## src/rtl/claw_loot_ctrl.sv

```systemverilog
// claw_loot_ctrl: latches the loot item the claw grabs, drives the retract
// speed from the item's kind, and awards its score when the claw returns.
// Optional feature macro: CLAW_LOOT_RELEASE_EN (adds release_req, which lets
// the claw drop the carried item without scoring).
// Handshake note: there is no valid/ready pair here; score_pulse is a
// one-clock strobe that qualifies score_add, and all outputs are registered.
module claw_loot_ctrl #(
   parameter int NUM_LOOT   = 8,
   parameter int BASE_SPEED = 4
) (
   input  logic                  clk,
   input  logic                  resetN,
   input  logic                  startOfFrame,
   input  logic                  start_level,
   input  logic                  claw_collision,
   input  logic [NUM_LOOT-1:0]   hit_vec,
   input  logic [2*NUM_LOOT-1:0] loot_kind,
   input  logic                  claw_returned,
`ifdef CLAW_LOOT_RELEASE_EN
   input  logic                  release_req,
`endif
   output logic [3:0]            move_speed,
   output logic                  carry_valid,
   output logic [2:0]            carry_idx,
   output logic [1:0]            carry_kind,
   output logic [NUM_LOOT-1:0]   loot_alive,
   output logic [9:0]            score_add,
   output logic                  score_pulse,
   output logic                  level_cleared,
   output logic [1:0]            state_dbg
);

   typedef enum logic [1:0] {
      S_EMPTY   = 2'd0,
      S_CAPTURE = 2'd1,
      S_CARRY   = 2'd2,
      S_DELIVER = 2'd3
   } state_t;

   localparam logic [3:0] BASE_SPD = 4'(BASE_SPEED);

   state_t                state, state_d;
   logic                  armed, armed_d;
   logic [3:0]            speed_d;
   logic                  valid_d, pulse_d, cleared_d;
   logic [2:0]            idx_d, pick_idx;
   logic [1:0]            kind_d, pick_kind;
   logic [NUM_LOOT-1:0]   alive_d, cand;
   logic [9:0]            add_d;

   // Retract speed per loot kind; small gold shares the empty-claw speed.
   function automatic logic [3:0] kind_speed(input logic [1:0] k);
      case (k)
         2'd0:    return BASE_SPD;
         2'd1:    return 4'd2;
         2'd2:    return 4'd1;
         default: return 4'd8;
      endcase
   endfunction

   // Points awarded per loot kind.
   function automatic logic [9:0] kind_score(input logic [1:0] k);
      case (k)
         2'd0:    return 10'd50;
         2'd1:    return 10'd250;
         2'd2:    return 10'd10;
         default: return 10'd500;
      endcase
   endfunction

   assign state_dbg = state;

   // Lowest-index alive slot under the claw, and its kind.
   always_comb begin
      cand      = hit_vec & loot_alive;
      pick_idx  = '0;
      pick_kind = '0;
      for (int i = NUM_LOOT - 1; i >= 0; i--) begin
         if (cand[i]) begin
            pick_idx  = 3'(i);
            pick_kind = loot_kind[2*i +: 2];
         end
      end
   end

   // Next state and next registered output values; start_level overrides all.
   always_comb begin
      state_d = state;
      armed_d = armed | startOfFrame;
      speed_d = move_speed;
      valid_d = carry_valid;
      idx_d   = carry_idx;
      kind_d  = carry_kind;
      alive_d = loot_alive;
      add_d   = score_add;
      pulse_d = 1'b0;
      case (state)
         S_EMPTY: begin
            speed_d = BASE_SPD;
            if (armed && claw_collision && (|cand)) begin
               idx_d   = pick_idx;
               kind_d  = pick_kind;
               state_d = S_CAPTURE;
            end
         end
         S_CAPTURE: begin
            for (int i = 0; i < NUM_LOOT; i++) begin
               if (32'(carry_idx) == i) alive_d[i] = 1'b0;
            end
            valid_d = 1'b1;
            speed_d = kind_speed(carry_kind);
            state_d = S_CARRY;
         end
         S_CARRY: begin
`ifdef CLAW_LOOT_RELEASE_EN
            if (release_req) begin
               valid_d = 1'b0;
               speed_d = BASE_SPD;
               state_d = S_EMPTY;
            end else if (claw_returned) begin
               state_d = S_DELIVER;
            end
`else
            if (claw_returned) state_d = S_DELIVER;
`endif
         end
         default: begin
            // Claw still overlaps loot at the pivot: hold off re-grab until
            // the next frame boundary.
            pulse_d = 1'b1;
            add_d   = kind_score(carry_kind);
            valid_d = 1'b0;
            speed_d = BASE_SPD;
            armed_d = 1'b0;
            state_d = S_EMPTY;
         end
      endcase
      if (start_level) begin
         state_d = S_EMPTY;
         alive_d = '1;
         valid_d = 1'b0;
         speed_d = BASE_SPD;
         pulse_d = 1'b0;
         armed_d = 1'b1;
      end
      cleared_d = ~valid_d;
      for (int i = 0; i < NUM_LOOT; i++) begin
         if (alive_d[i] && (loot_kind[2*i +: 2] != 2'd2)) cleared_d = 1'b0;
      end
   end

   // State register.
   always_ff @(posedge clk or negedge resetN) begin
      if (!resetN) state <= S_EMPTY;
      else         state <= state_d;
   end

   // Registered outputs and re-arm flag.
   always_ff @(posedge clk or negedge resetN) begin
      if (!resetN) begin
         armed         <= 1'b1;
         move_speed    <= BASE_SPD;
         carry_valid   <= 1'b0;
         carry_idx     <= '0;
         carry_kind    <= '0;
         loot_alive    <= '1;
         score_add     <= '0;
         score_pulse   <= 1'b0;
         level_cleared <= 1'b0;
      end else begin
         armed         <= armed_d;
         move_speed    <= speed_d;
         carry_valid   <= valid_d;
         carry_idx     <= idx_d;
         carry_kind    <= kind_d;
         loot_alive    <= alive_d;
         score_add     <= add_d;
         score_pulse   <= pulse_d;
         level_cleared <= cleared_d;
      end
   end

endmodule
```

## config.mk

```make
export PLATFORM = sky130hd
export DESIGN_NAME = claw_loot_ctrl
export DESIGN_NICKNAME = d
export VERILOG_FILES = /design/src/rtl/claw_loot_ctrl.sv
export SDC_FILE = /design/constraint.sdc
export NUM_CORES = 1
export LEC_CHECK = 0
export CAP_MARGIN = 20
export CORE_MARGIN = 2
export CORE_UTILIZATION = 31
export DETAILED_ROUTE_END_ITERATION = 12
export GPL_TIMING_DRIVEN = 0
export PLACE_DENSITY = 0.59
export SYNTH_ARGS = -nofsm -noshare
export SYNTH_HDL_FRONTEND = slang
export SYNTH_SLANG_ARGS = --single-unit
```

## constraint.sdc

```tcl
create_clock -name clk -period 2.8 [get_ports clk]
set_clock_uncertainty 0.2 [all_clocks]
set_input_delay 0.28 -clock clk [delete_from_list [all_inputs] [get_ports clk]]
set_output_delay 0.28 -clock clk [all_outputs]
set_load 0.03 [all_outputs]
```

==> flow_summary.json, run 1 <==
{
  "status": "finished, final reports clean",
  "timing.fmax_mhz": 476,
  "track_usage": 0.160,
  "via_count": 1726,
  "drcViolationCount": 0,
  "worstReg2RegEnd": "level_cleared$_DFF_PN0_",
  "grt_pass1_vias": 1568,
  "crit_chain": "clkdlybuf4s50_1",
  "row_count": 27,
  "post-route-period-util": 0.750,
  "place.port_buffers": 59,
  "initial_core_util": 0.326,
  "clk_latency_ns": 0.28,
  "slowest_stage": "clkdlybuf4s50_1",
  "die_area_mm2": 0.00649,
  "worstRegToRegCells": 7,
  "numCtsBuffers": 3,
  "ys_warn_count": 0,
  "cellPowerDensity_mw_per_mm2": 865,
  "end_kind": "primary output",
  "cp_num_buf_inv": 1,
  "reg2reg_setup_slack_ns": 0.77,
  "synth_top_area_frac": 0.248,
  "worstReg2RegStart": "state_dbg[1]$_DFFE_PN0P_",
  "grt_max_degree": 19,
  "nFillCells": 550,
  "synth_flop_cell": "dfrtp_1",
  "post-cts-setup-buffers": 0,
  "antenna_left": 0,
  "crit_arrival_ns": 1.62,
  "clk_pin_slew_ns": 0.10,
  "crit_family": "buffers and inverters",
  "async_reset_ff_frac": 1.00,
  "cts_hold_buf": 0,
  "start_kind": "register",
  "cts.sinks": 28,
  "clockRootBuffer": "clkbuf_8",
  "wl_um": 5040,
  "antenna_found_initial": 0,
  "dpl-instance-area_mm2": 0.00252,
  "crit_type": "register to primary output",
  "io_pins": 62,
  "tightestPinTransition_ns": 0.828,
  "routed_via_density": 5.12,
  "multi_input_area_um2": 980,
  "cts_tree": "built",
  "hold_violations": 0,
  "p_leak_nw": 1.10,
  "h-tree-depth": 1,
  "hold_path_class": "primary input to asynchronous set/reset pin",
  "final_cell_mix": "clkdlybuf4s50_1, nor2_1, nand2_1",
  "die_height_um": 80.6,
  "grt_overflow": 0,
  "dp_hpwl_um": 3960,
  "drtIter0Drc": 131,
  "slowest_delay_ns": 0.71,
  "firstDrtPassIters": 4,
  "wirelength_met1_um": 2410,
  "netlist_instances": 200,
  "rsz0062_at_grt": "no",
  "cp_max_fo": 8,
  "routedWlPerCell_um": 14.9,
  "synth_area_mm2": 0.00182,
  "final_common_cell": "clkdlybuf4s50_1",
  "die_w_um": 80.6,
  "cap_violations": 0,
  "synth-seq-cells": 28,
  "relSlewSlack": 0.446,
  "area_delta_synth_final_pct": 42.4,
  "drive_above_1_share": 0.128,
  "stdcell_area_mm2": 0.00259,
  "synth_edf_count": 0,
  "met3_length_um": 259,
  "synth_top_cell_by_area": "dfrtp_1",
  "maxSlewViolCount": 0,
  "routabilityCongestion": 0.796,
  "top_layer_used": "met4",
  "seq_area_um2": 713,
  "met2_length_um": 2330,
  "ir_drop_mv": 0.534,
  "tns_ns": 0,
  "core_area_mm2": 0.00557,
  "grt_pass1_wl_um": 7910,
  "cts_buffer_depth": 2,
  "insertedDiodeCount": 0,
  "worst_ep_required_time_ns": 2.32,
  "nets": 304,
  "min_period_ns": 2.10,
  "synth_seq_area_share": 0.392,
  "fin_util": 0.464,
  "setup_viol": 0,
  "synth.area.top_cells": "dfrtp_1, dfstp_2, ha_1, nand2_1, nor2_1",
  "post_cts_resized": 0,
  "syn-mean-instance-area_um2": 9.09,
  "synth_cell_types": 51
}
final cells by class:
cell class / instances / area share
plain buffers: 12 / 0.0295
clock buffers: 3 / 0.0159
clock inverters: 1 / 0.0116
inverters: 14 / 0.0203
multi-input cells: 147 / 0.378
flip-flops and latches: 28 / 0.275
well taps: 72 / 0.0348
repair buffers: 60 / 0.234
routing by layer:
metal,global-route usage,up-vias
li1,-,844
met1,0.233,831
met2,0.242,49
met3,0.0315,2
met4,0.0356,0
met5,0,-
registers in the layout, indices dropped and copies added (netlist names):
name and flops:
loot_alive 8, carry_valid 1, carry_kind 2, state_dbg 2, move_speed 4, carry_idx 3
level_cleared 1, armed 1, score_add 5, score_pulse 1
synthesized netlist by cell type (2+ instances only):
cell type and count:
nor2_1 20, nor2b_1 6, a31oi_1 2, o22ai_1 3
mux2i_1 5, nand3b_1 4, nor3b_1 2, o32a_1 2
mux2_2 2, a311oi_1 2, and3_1 3, o32ai_1 2
buf_2 3, inv_1 13, nor4_1 2, dfrtp_1 18
clkbuf_1 2, a21oi_1 7, nand4_1 3, o21ai_0 15
a21o_1 2, ha_1 8, nand2_1 20, dfstp_2 10
a22oi_2 2, nand3_1 9, nand2b_1 3, buf_4 5
nand4b_1 2, o31ai_1 2
per-stage QoR:
step	power (W)	setup WS, ns	std cells	hold slack (ns)
4_1_cts	0.00225	0.678	337	0.306
2_1_floorplan	0.00144	0.738	201	-0.216
5_1_grt	0.00239	0.559	337	0.341
3_3_place_gp	0.00192	0.568	332	0.311
6_report	0.00224	0.700	337	0.267
3_5_place_dp	0.00192	0.587	333	0.299
worst max-delay path by stage:
| stage | from | endpoint | slack [ns] | cells past startpoint |
|---|---|---|---|---|
| finish | loot_alive[0]$_DFF_PN1_ | loot_alive[0] | 0.70 | 1 |
| detailed placement | hit_vec[5] | carry_kind[1]$_DFFE_PN0P_ | 0.59 | 5 |
| global placement | hit_vec[5] | carry_kind[0]$_DFFE_PN0P_ | 0.57 | 5 |
| CTS | loot_alive[0]$_DFF_PN1_ | loot_alive[0] | 0.68 | 1 |
| floorplan | state_dbg[0]$_DFFE_PN0P_ | state_dbg[0]$_DFFE_PN0P_ | 0.74 | 5 |
| global route | state_dbg[1]$_DFFE_PN0P_ | level_cleared$_DFF_PN0_ | 0.56 | 7 |
where the power goes:
group	internal (W)	total, W	switching [W]
sequential	0.000542	0.000703	0.000160
combinational	0.000540	0.00121	0.000674
clock	0.000192	0.000324	0.000132
cells by family (layout without fill, tap and decap cells):
| group | count (synthesis) | count (layout) | synth area share |
|---|---|---|---|
| simple gates | 78 | 78 | 0.220 |
| flops | 28 | 28 | 0.392 |
| buf+inv | 26 | 90 | 0.0709 |
| compound gates | 51 | 51 | 0.211 |
| other cells | 1 | 2 | 0.00206 |
| mux | 8 | 8 | 0.0482 |
| fa+ha+maj | 8 | 8 | 0.0551 |
Note: power is estimated with default switching activity, not from simulation.
==> run 2: changes to the inputs <==
--- a/config.mk
+++ b/config.mk
@@ -10,7 +10,7 @@
 export CORE_UTILIZATION = 31
 export DETAILED_ROUTE_END_ITERATION = 12
 export GPL_TIMING_DRIVEN = 0
-export PLACE_DENSITY = 0.59
+export PLACE_DENSITY = 0.61
 export SYNTH_ARGS = -nofsm -noshare
 export SYNTH_HDL_FRONTEND = slang
 export SYNTH_SLANG_ARGS = --single-unit
==> constraint.sdc (replaced) <==
create_clock -name clk -period 1.8 [get_ports clk]
set_clock_uncertainty 0.2 [all_clocks]
set_input_delay 0.18 -clock clk [delete_from_list [all_inputs] [get_ports clk]]
set_output_delay 0.18 -clock clk [all_outputs]
set_load 0.03 [all_outputs]
==> run 2 against run 1 <==
Flip-flop and latch count did not move. Highest routed layer unchanged. Final cell count increased by 4.2%. Sequential share of layout area down 1.5 points. The run now ends with setup timing left.
==> flow_summary.json, run 2 (synthesis results as in run 1) <==
{
  "status": "finished with violations",
  "failed_checks": "setup timing",
  "grt_overflow": 0,
  "internal-power_w": 0.00193,
  "worstReg2RegStart": "loot_alive[3]$_DFF_PN1_",
  "switching_share": 0.449,
  "fin_util": 0.493,
  "cts.sinks": 28,
  "antenna_found_initial": 0,
  "combinationalPowerShare": 0.590,
  "seq_area_um2": 716,
  "top_regs": "loot_alive x8, score_add x5, move_speed x4",
  "p_seq_frac": 0.307,
  "via_count": 1784,
  "drcViolationCount": 0,
  "die_height_um": 80.6,
  "track_usage": 0.165,
  "rsz0062_at_grt": "yes",
  "routed_via_density": 5.08,
  "antenna_left": 0,
  "setup_viol": 2,
  "p_sw_w": 0.00158,
  "cts_hold_buf": 0,
  "critPathLaunch": "loot_alive[3]$_DFF_PN1_",
  "nFillCells": 526,
  "start_kind": "register",
  "worst_ep_required_time_ns": 1.77,
  "wl_um": 5380,
  "core_area_mm2": 0.00557,
  "routedWlPerCell_um": 15.3,
  "stdcell_area_mm2": 0.00275,
  "insertedDiodeCount": 0,
  "routabilityCongestion": 0.887,
  "die_w_um": 80.6,
  "dpl-instance-area_mm2": 0.00255,
  "cap_violations": 0,
  "setup_ws_ns": -0.0440,
  "drtIter0Drc": 183,
  "crit_end": "state_dbg[0]$_DFFE_PN0P_",
  "dp_slack_ns": -0.284,
  "top_register": "loot_alive",
  "maxSlewViolCount": 0,
  "cts_tree": "built",
  "ir_drop_mv": 0.694,
  "initial_core_util": 0.326,
  "clockRootBuffer": "clkbuf_8",
  "reg2reg_setup_slack_ns": -0.04,
  "cellPowerDensity_mw_per_mm2": 1280,
  "timing.fmax_mhz": 542,
  "io_pins": 62,
  "post-route-period-util": 1.02,
  "largest_reg_flops": 8,
  "crit_chain": "a22oi_4, and4_4, a221oi_4, mux2_4",
  "final_cell_mix": "clkdlybuf4s50_1, buf_4, nor2_1, nand2_1, dfrtp_1",
  "dp_hpwl_um": 3960,
  "nets": 318,
  "place.port_buffers": 59,
  "clkPwrFrac": 0.103,
  "worstReg2RegEnd": "state_dbg[0]$_DFFE_PN0P_",
  "cts_buffer_depth": 2,
  "row_count": 27,
  "hold_violations": 0,
  "clk_pin_slew_ns": 0.10,
  "drive_above_1_share": 0.233,
  "end_kind": "register",
  "relSlewSlack": 0.505,
  "min_period_ns": 1.84,
  "numCtsBuffers": 3,
  "tightestPinTransition_ns": 0.740,
  "grt_pass1_vias": 1620,
  "multi_input_area_mm2": 0.00105,
  "p_leak_nw": 1.19,
  "slowest_delay_ns": 0.60,
  "h-tree-depth": 1,
  "area_delta_synth_final_pct": 51.2,
  "grt_pass1_wl_um": 8240,
  "firstDrtPassIters": 4,
  "die_area_mm2": 0.00649,
  "crit_arrival_ns": 1.82,
  "hold_path_class": "primary input to asynchronous set/reset pin",
  "cp_max_fo": 3,
  "slowest_stage": "dfstp_2",
  "grt_max_degree": 16,
  "clk_latency_ns": 0.28,
  "final_common_cell": "clkdlybuf4s50_1",
  "worstRegToRegCells": 4,
  "crit_type": "register to register"
}
run 2: worst min-delay path by stage:
stage                                endpoint  slack, ns  cells after the start
detailed placement   score_add[3]$_DFFE_PN0N_       0.31                      1
floorplan            carry_idx[0]$_DFFE_PN0P_      -0.32                      0
CTS                  score_add[1]$_DFFE_PN0N_       0.15                      1
finish               score_add[7]$_DFFE_PN0N_       0.13                      1
global route         score_add[1]$_DFFE_PN0N_       0.18                      1
global placement    move_speed[3]$_DFFE_PN0P_       0.31                      2
run 2: timing repair:
item,in CTS,in global routing
pin swaps,3,6
resized for setup,22,14
setup buffers,10,6
endpoints found under the setup margin,23,7
run 2: power by group through the flow:
stage / combinational, W / clock [W] / sequential (W)
after detailed placement: 0.00193 / 0 / 0.00111
after global routing: 0.00223 / 0.000397 / 0.00111
final: 0.00207 / 0.000360 / 0.00108
after floorplan: 0.000867 / 0 / 0.00141
after CTS: 0.00199 / 0.000374 / 0.00108
after global placement: 0.00191 / 0 / 0.00110
run 2: cell type report:
class                   instances  share of cell area
clock buffers                   4              0.0164
inverters                      14              0.0191
flip-flops and latches         28               0.260
repair buffers                 76               0.263
plain buffers                  10              0.0273
multi-input cells             147               0.381
well taps                      72              0.0328
run 2: per-stage QoR:
stage	instances	hold WS (ns)	power (W)	TNS, ns
floorplan	201	-0.316	0.00228	-0.122
global placement	332	0.307	0.00301	-3.39
detailed placement	333	0.308	0.00304	-1.29
CTS	346	0.148	0.00344	-0.0609
global route	351	0.184	0.00374	-0.258
finish	351	0.128	0.00351	-0.0843
run 2: per-layer routing:
metal  vias to the layer above  routed length [um]  track usage
li1                        869                   -            -
met1                       853                2380        0.227
met2                        58                2670        0.270
met3                         4                 298       0.0315
met4                         0                  35       0.0339
met5                         -                   0            0
run 2: worst max-delay path, delay by kind of cell, from the launching register on:
kind	cells	cell delay (ns)
flops	1	0.60
mux	1	0.32
simple gates	1	0.23
compound gates	2	0.39
==> run 3: changes to the inputs <==
--- a/config.mk
+++ b/config.mk
@@ -6,11 +6,13 @@
 export NUM_CORES = 1
 export LEC_CHECK = 0
 export CAP_MARGIN = 20
+export CELL_PAD_IN_SITES_DETAIL_PLACEMENT = 1
+export CELL_PAD_IN_SITES_GLOBAL_PLACEMENT = 1
 export CORE_MARGIN = 2
-export CORE_UTILIZATION = 31
+export CORE_UTILIZATION = 30
 export DETAILED_ROUTE_END_ITERATION = 12
 export GPL_TIMING_DRIVEN = 0
-export PLACE_DENSITY = 0.61
+export PLACE_DENSITY = 0.77
 export SYNTH_ARGS = -nofsm -noshare
 export SYNTH_HDL_FRONTEND = slang
 export SYNTH_SLANG_ARGS = --single-unit
==> run 3 against run 2 <==
The run still ends with setup timing left. Register-to-register slack worse by 0.06 ns. Via count rose by 6.1%. Clock power rose by 38%. Sequential share of layout area fell by 0.58 points. Core utilization down 1.5 points. Die area is 3.2% higher. Largest power group unchanged.
==> flow_summary.json, run 3 (synthesis results as in run 1) <==
{
  "setup_ws_ns": -0.106,
  "clk_pin_slew_ns": 0.10,
  "cts_buffer_depth": 2,
  "start_kind": "register",
  "drive_above_1_share": 0.246,
  "dp_slack_ns": -0.285,
  "multi_input_area_mm2": 0.00105,
  "cts_hold_buf": 0,
  "failed_checks": "setup timing",
  "worstRegToRegCells": 7,
  "firstDrtPassIters": 4,
  "min_period_ns": 1.91,
  "post-route-period-util": 1.06,
  "area_delta_synth_final_pct": 54.6,
  "cts.sinks": 28,
  "antenna_found_initial": 0,
  "drtIter0Drc": 93,
  "cellPowerDensity_mw_per_mm2": 1350,
  "routabilityCongestion": 0.787,
  "dpl-instance-area_mm2": 0.00256,
  "die_area_mm2": 0.00670,
  "grt_max_degree": 18,
  "initial_core_util": 0.309,
  "cts_tree": "built",
  "rsz0062_at_grt": "yes",
  "wl_um": 6540,
  "routed_via_density": 5.27,
  "cp_max_fo": 5,
  "slowest_stage": "dfrtp_2",
  "die_height_um": 81.8,
  "tightestPinTransition_ns": 0.644,
  "power_w": 0.00380,
  "grt_overflow": 0,
  "seq_area_um2": 716,
  "cap_violations": 0,
  "p_leak_nw": 1.22,
  "timing.fmax_mhz": 525,
  "place.port_buffers": 59,
  "drcViolationCount": 0,
  "hold_violations": 0,
  "routedWlPerCell_um": 18.2,
  "timing.hold.ws_ns": 0.0902,
  "grt_pass1_wl_um": 9950,
  "grt_pass1_vias": 1952,
  "nFillCells": 692,
  "crit_type": "register to register",
  "die_w_um": 81.8,
  "final_cell_mix": "clkdlybuf4s50_1, buf_4, nor2_1",
  "insertedDiodeCount": 0,
  "numCtsBuffers": 3,
  "worst_ep_required_time_ns": 1.82,
  "crit_family": "compound AO/OA/AOI/OAI gates",
  "ir_drop_mv": 0.563,
  "top_regs": "loot_alive x8, score_add x5, move_speed x4",
  "track_usage": 0.194,
  "stdcell_area_mm2": 0.00281,
  "status": "finished with violations",
  "cp.depth": 7,
  "crit_arrival_ns": 1.93,
  "clockRootBuffer": "clkbuf_8",
  "final_common_cell": "clkdlybuf4s50_1",
  "core_area_mm2": 0.00589,
  "crit_chain": "inv_2, ha_4, buf_6, nand4b_1, a21o_1, a221oi_2, and4_1",
  "fin_util": 0.478,
  "h-tree-depth": 1,
  "row_count": 28,
  "via_count": 1893,
  "relSlewSlack": 0.569,
  "maxSlewViolCount": 0,
  "nets": 323,
  "clk_latency_ns": 0.28,
  "dp_hpwl_um": 4560,
  "hold_path_class": "primary input to asynchronous set/reset pin",
  "slowest_delay_ns": 0.44,
  "cp_num_buf_inv": 2,
  "end_kind": "register",
  "io_pins": 62,
  "antenna_left": 0,
  "largest_reg_flops": 8,
  "setup_viol": 6,
  "top_register": "loot_alive"
}
run 3: timing repair:
action                                  in CTS  in global routing
buffers inserted                             9                 12
pin swaps                                    2                 11
endpoints found under the setup margin      23                  8
resized for setup                           24                 14
run 3: final timing paths:
check / from / endpoint / slack, ns
max: state_dbg[1]$_DFFE_PN0P_ / level_cleared$_DFF_PN0_ / -0.11
min: resetN / score_add[1]$_DFFE_PN0N_ / 0.09
max reg2reg: state_dbg[1]$_DFFE_PN0P_ / level_cleared$_DFF_PN0_ / -0.11
min reg2reg: score_add[1]$_DFFE_PN0N_ / score_add[1]$_DFFE_PN0N_ / 0.33
max in group asynchronous: resetN / loot_alive[5]$_DFF_PN1_ / 0.72
min in group clk: startOfFrame / armed$_DFF_PN1_ / 0.33
run 3: cell type report:
class,count,area share
clock inverters,1,0.0107
inverters,14,0.0187
repair buffers,81,0.268
multi-input cells,147,0.373
clock buffers,3,0.0147
well taps,75,0.0334
plain buffers,10,0.0263
flip-flops and latches,28,0.255
run 3: per-stage QoR:
step           setup TNS, ns  instances
2_1_floorplan         -0.122        201
3_3_place_gp           -3.46        335
3_5_place_dp           -1.32        336
4_1_cts               -0.332        348
5_1_grt               -0.888        359
6_report              -0.333        359
run 3: power by group:
part           total, W  switching, W  internal, W  leakage (nW)
Sequential      0.00111      0.000266     0.000846         0.329
Clock          0.000498      0.000200     0.000298        0.0357
Combinational   0.00219       0.00122     0.000967         0.852
run 3: metal layers:
layer,vias up,GRT usage,routed length (um)
met5,-,0,0
met4,0,0.0283,73
met3,6,0.0253,252
met2,49,0.342,3370
met1,952,0.256,2840
li1,886,-,-
